$ cat src/rtl/sram_arbiter.sv
// Two-port (CPU r/w, video r/o) access sequencer feeding the SRAM strobe controller.
// One access per 5 cycles: IDLE -> STROBE -> ACT1 -> ACT2 -> DONE.
module sram_arbiter #(
    parameter int unsigned AW = 20,
    parameter int unsigned DW = 8
) (
    input  logic          iClk,
    input  logic          iRst,
    input  logic          iCpuRd,
    input  logic          iCpuWr,
    input  logic [AW-1:0] iCpuAddr,
    input  logic [DW-1:0] iCpuData,
    output logic [DW-1:0] oCpuData,
    output logic          oCpuAck,
    input  logic          iVidRd,
    input  logic [AW-1:0] iVidAddr,
    output logic [DW-1:0] oVidData,
    output logic          oVidAck,
    output logic          oRd,
    output logic          oWr,
    output logic [AW-1:0] oSramAddr,
    output logic [DW-1:0] oSramData,
    input  logic [DW-1:0] iSramData
);

    typedef enum logic [2:0] {StIdle, StStrobe, StAct1, StAct2, StDone} state_e;

    state_e        state_q;
    logic          owner_vid_q;
    logic          kind_wr_q;
    logic          cpu_turn_q;
    logic          just_done_q;
    logic          rd_q;
    logic          wr_q;
    logic          cpu_ack_q;
    logic          vid_ack_q;
    logic [DW-1:0] cpu_data_q;
    logic [DW-1:0] vid_data_q;
    logic [AW-1:0] sram_addr_q;
    logic [DW-1:0] sram_data_q;

    logic cpu_req;
    logic cpu_elig;
    logic vid_elig;
    logic grant_vid;
    logic grant_cpu;

    // The port acked in the previous cycle is masked so a one-cycle-late drop is harmless.
    always_comb begin
        cpu_req   = iCpuRd | iCpuWr;
        cpu_elig  = cpu_req & ~(just_done_q & ~owner_vid_q);
        vid_elig  = iVidRd & ~(just_done_q & owner_vid_q);
        grant_vid = vid_elig & ~(cpu_elig & cpu_turn_q);
        grant_cpu = cpu_elig & ~grant_vid;
    end

    always_ff @(posedge iClk) begin
        if (iRst) begin
            state_q     <= StIdle;
            owner_vid_q <= 1'b0;
            kind_wr_q   <= 1'b0;
            cpu_turn_q  <= 1'b0;
            just_done_q <= 1'b0;
            rd_q        <= 1'b0;
            wr_q        <= 1'b0;
            cpu_ack_q   <= 1'b0;
            vid_ack_q   <= 1'b0;
            cpu_data_q  <= '0;
            vid_data_q  <= '0;
            sram_addr_q <= '0;
            sram_data_q <= '0;
        end else begin
            rd_q        <= 1'b0;
            wr_q        <= 1'b0;
            cpu_ack_q   <= 1'b0;
            vid_ack_q   <= 1'b0;
            just_done_q <= 1'b0;
            unique case (state_q)
                StIdle: begin
                    if (grant_vid) begin
                        owner_vid_q <= 1'b1;
                        kind_wr_q   <= 1'b0;
                        sram_addr_q <= iVidAddr;
                        rd_q        <= 1'b1;
                        // A waiting CPU gets the next contested slot.
                        cpu_turn_q  <= cpu_elig;
                        state_q     <= StStrobe;
                    end else if (grant_cpu) begin
                        owner_vid_q <= 1'b0;
                        kind_wr_q   <= iCpuWr;
                        sram_addr_q <= iCpuAddr;
                        sram_data_q <= iCpuData;
                        rd_q        <= ~iCpuWr;
                        wr_q        <= iCpuWr;
                        cpu_turn_q  <= 1'b0;
                        state_q     <= StStrobe;
                    end
                end
                StStrobe: state_q <= StAct1;
                StAct1:   state_q <= StAct2;
                StAct2: begin
                    if (!kind_wr_q) begin
                        if (owner_vid_q) vid_data_q <= iSramData;
                        else             cpu_data_q <= iSramData;
                    end
                    cpu_ack_q <= ~owner_vid_q;
                    vid_ack_q <= owner_vid_q;
                    state_q   <= StDone;
                end
                StDone: begin
                    just_done_q <= 1'b1;
                    state_q     <= StIdle;
                end
                default: state_q <= StIdle;
            endcase
        end
    end

    assign oCpuData  = cpu_data_q;
    assign oCpuAck   = cpu_ack_q;
    assign oVidData  = vid_data_q;
    assign oVidAck   = vid_ack_q;
    assign oRd       = rd_q;
    assign oWr       = wr_q;
    assign oSramAddr = sram_addr_q;
    assign oSramData = sram_data_q;

endmodule

$ cat config.mk
export PLATFORM = sky130hd
export DESIGN_NAME = sram_arbiter
export DESIGN_NICKNAME = d
export VERILOG_FILES = /design/src/rtl/sram_arbiter.sv
export SDC_FILE = /design/constraint.sdc
export NUM_CORES = 1
export LEC_CHECK = 0
export BUFFER_PORTS_ARGS = -buffer_cell sky130_fd_sc_hd__buf_4
export CORE_MARGIN = 3
export CORE_UTILIZATION = 39
export CTS_CLUSTER_SIZE = 16
export DETAILED_ROUTE_END_ITERATION = 7
export GPL_ROUTABILITY_DRIVEN = 0
export GPL_TIMING_DRIVEN = 0
export PLACE_DENSITY = 0.73
export SLEW_MARGIN = 20
export SYNTH_ARGS = -nofsm -noshare
export SYNTH_HDL_FRONTEND = slang
export SYNTH_SLANG_ARGS = --single-unit
$ cat constraint.sdc
create_clock -name iClk -period 1.8 [get_ports iClk]
set_clock_uncertainty 0.2 [all_clocks]
set_input_delay 0.09 -clock iClk [delete_from_list [all_inputs] [get_ports iClk]]
set_output_delay 0.09 -clock iClk [all_outputs]
set_load 0.01 [all_outputs]
==> flow_metrics.py <==
metrics = {
    "clock_network": {
        "clock_sinks": 55,
        "cts_made_buffers": 5,
        "clkTransAtPathRegs_ns": 0.10,
        "cts_tree": "built",
        "root_buffer": "clkbuf_8",
        "max-clock-path-buffers": 2,
        "htree_levels": 2,
        "clock_latency_ns": 0.30,
    },
    "critical_path": {
        "cp_data_arrival_time_ns": 1.84,
        "crit_start": "owner_vid_q",
        "critPathCaptureType": "register",
        "cp_max_fo": 7,
        "crit_type": "reg -> reg",
        "worstSetupStartpointType": "register",
        "reg2reg_from": "owner_vid_q",
        "path_cells": "clkbuf_8, nand2b_4, nand3b_1, dlygate4sd3_1, a211oi_1",
        "critical-path-max-stage-delay_ns": 0.57,
        "cp.required_ns": 1.81,
        "crit_slowest_cell": "dlygate4sd3_1",
    },
    "grt": {
        "grt_pass1_wl_um": 10630,
        "overflow": 0,
        "grt_pass1_vias": 2322,
        "grt_max_degree": 17,
        "antenna_found_initial": 0,
        "use_met3": 0.05493,
        "grt_util_all_layers": 0.2107,
        "busiest_layer": "met2",
        "met2_usage": 0.3899,
        "gr-usage-met1": 0.2332,
    },
    "power": {
        "powerDensity_nw_per_um2": 719.0,
        "vdd.ir_drop.worst_mv": 0.5410,
        "cellInternalPower_mw": 2.054,
        "combinationalPowerShare": 0.280,
        "leakagePower_nw": 1.825,
        "p_clk_frac": 0.231,
        "p_sw_mw": 0.7751,
        "power_frac_seq": 0.489,
        "swShare": 0.2740,
    },
    "synthesis": {
        "synth_compound_area_frac": 0.1375,
        "synthTopCellsByArea": "dfxtp_1 51%, mux2i_1 21%, o2bb2ai_1 8.1%, nor2_1 4.5%, clkbuf_1 2.1%",
        "synth_top_area_share": 0.5084,
        "synthMuxAreaShare": 0.2080,
        "yosys.area_share.simple": 0.1127,
        "synth_xor_area_frac": 0.004044,
        "synthesis.yosys.warnings": 0,
        "synth_seq_cells": 55,
        "synth_seq_area_share": 0.5084,
        "netlist_area_um2": 2166,
        "synthCells": 197,
        "yosys.area_share.adder": 0,
        "avgSynthCellArea_um2": 10.99,
        "synth_top_family_by_area": "multiplexers",
        "yosys.area.top_type": "dfxtp_1",
        "syn_nets": 258,
        "yosysUniqueCellTypes": 37,
    },
    "sta": {
        "fin_setup_tns_ns": -0.07387,
        "maxSlewViolCount": 0,
        "layout_min_cycle_time_ns": 1.825,
        "relSlewSlack": 0.6520,
        "final.period_utilization": 1.014,
        "layout_setup_ws_ns": -0.02530,
        "fmax_ghz": 0.5479,
        "rsz0062_at_grt": "yes",
        "worst_pin_slew_ns": 0.5220,
        "setup_viol": 5,
        "hold_viol": 0,
    },
    "floorplan": {
        "initial_core_util": 0.4135,
        "num_rows": 26,
        "die_height_um": 80.52,
        "ios": 109,
        "dieArea_um2": 6483,
        "die_w_um": 80.52,
        "core_um2": 5238,
    },
    "detailed_routing": {
        "drc": 0,
        "vias_per_cell": 4.795,
        "wirelength_um": 6584,
        "firstDrtPassIters": 4,
        "wl_per_cell_um": 14.50,
        "via_count": 2177,
        "drt_iter0_markers": 89,
        "ant_nets": 0,
    },
    "final_layout": {
        "antenna_cells": 0,
        "final_cell_count_no_fill": 454,
        "syn_to_final_growth_pct": 81.69,
        "fill_cells": 346,
        "drive_gt1_frac": 0.4010,
        "nets": 444,
        "finish.instance_area_um2": 3935,
        "finish.utilization": 0.7513,
    },
    "outcome": {
        "failed_checks": "setup timing",
        "status": "complete, but fails checks",
    },
    "job": {
        "maxCapViolCount": 0,
    },
    "placement": {
        "portBuffers": 107,
        "placed_cells": 374,
        "placed_cell_area_um2": 3068,
        "detailedPlace.worstSlack_ns": -0.3910,
        "dp_hpwl_um": 3922,
    },
    "hold_path": {
        "hp-start": "iVidRd",
        "hold_class": "in -> reg",
    },
}
[cells in the mapped netlist]
library cell and n:
dfxtp_1 55, mux2i_1 45, nor2_1 26, o2bb2ai_1 20, clkbuf_1 12, nand2_1 3, nor3_1 3, a21oi_1 2
o21ai_0 2, o22ai_1 2, a2111oi_0 1, a2111oi_4 1, a211oi_1 1, a21boi_1 1, a21o_1 1, a22oi_1 1
a311oi_1 1, and2_1 1, and3b_1 1, buf_1 1, buf_6 1, inv_1 1, nand2b_1 1, nand2b_2 1
nand3b_1 1, nand4_1 1, nor2b_1 1, nor4_1 1, nor4_4 1, nor4b_1 1, o21ai_1 1, o21ba_2 1
or2_1 1, or3_1 1, or3_4 1, or4b_2 1, xnor2_1 1
[repair_timing]
item,CTS,global route
buffers inserted,10,2
pin swaps,3,2
setup endpoints to repair,46,32
endpoints found under the hold margin,51,0
hold buffers,61,0
gates cloned,0,0
gates resized for setup,20,14
[cells by family after synthesis]
kind of cell / count (synthesis)
buffers and inverters: 15
flip-flops: 55
AO/OA/AOI/OAI: 35
multiplexers: 45
XOR/XNOR: 1
AND/OR/NAND/NOR: 46
[stage by stage]
step	power, mW	hold WS [ns]
final	2.829	0.04228
after global routing	2.975	0.08830
after CTS	2.825	0.03865
after detailed placement	2.011	0.1325
after global placement	2.001	0.1285
after floorplan	1.713	0.03394
[power by group through the flow]
stage | Sequential, mW | Clock (mW) | Combinational (mW)
5_1_grt | 1.40 | 0.722 | 0.858
3_3_place_gp | 1.40 | 0 | 0.599
4_1_cts | 1.38 | 0.680 | 0.763
3_5_place_dp | 1.40 | 0 | 0.608
6_report | 1.38 | 0.654 | 0.792
2_1_floorplan | 1.44 | 0 | 0.272
[area by class of cell]
cell class                 instances  area [um^2]  area share
clock buffer                       5        68.82     0.01749
inverter                           1        3.754   0.0009539
clock inverter                     3        15.01    0.003816
sequential                        55         1115      0.2833
timing repair buffer             180         1511      0.3841
buffer                            13        87.58     0.02226
multi-input combinational        127         1046      0.2658
tap                               70        87.58     0.02226
[worst paths after layout]
check	end	slack (ns)	cells past startpoint
setup / recovery	oRd	-0.03	5
hold / removal	cpu_turn_q	0.04	4
setup reg to reg	oRd	-0.03	5
hold reg to reg	oSramAddr[15]	0.27	1
[cells in the final DEF (no fill, tap or decap), types with 2 or more instances in the layout]
master         instances
mux2i_2                2
clkinv_2               3
a21oi_1                2
mux2i_1               43
o2bb2ai_1             19
o22ai_1                2
dlygate4sd3_1         61
dfxtp_4                3
nor3_1                 2
dfxtp_1               50
clkbuf_8               6
nor2_1                26
nand2_1                2
dfxtp_2                2
clkbuf_1               5
clkbuf_2               2
buf_6                  2
buf_4                120
[state kept, by name, indices dropped and copies added (netlist names)]
| register | cells |
|---|---|
| oSramAddr | 20 |
| oCpuData | 8 |
| oSramData | 8 |
| oVidData | 8 |
| state_q | 3 |
| cpu_turn_q | 1 |
| just_done_q | 1 |
| kind_wr_q | 1 |
| oCpuAck | 1 |
| oRd | 1 |
| oVidAck | 1 |
| oWr | 1 |
| owner_vid_q | 1 |
[routing by layer]
layer  wire length (um)  up-vias
li1                   -     1086
met1               2605     1000
met2               3440       79
met3                423       12
met4                114        0
met5                  0        -
[worst max-delay path: cells and delay by family (launching register included)]
| kind | cells | cell delay, ns |
|---|---|---|
| AO/OA/AOI/OAI | 1 | 0.26 |
| AND/OR/NAND/NOR | 2 | 0.20 |
| buffers and inverters | 2 | 0.72 |
| flip-flops | 1 | 0.35 |
No activity file was read; power rests on OpenSTA's default activity.
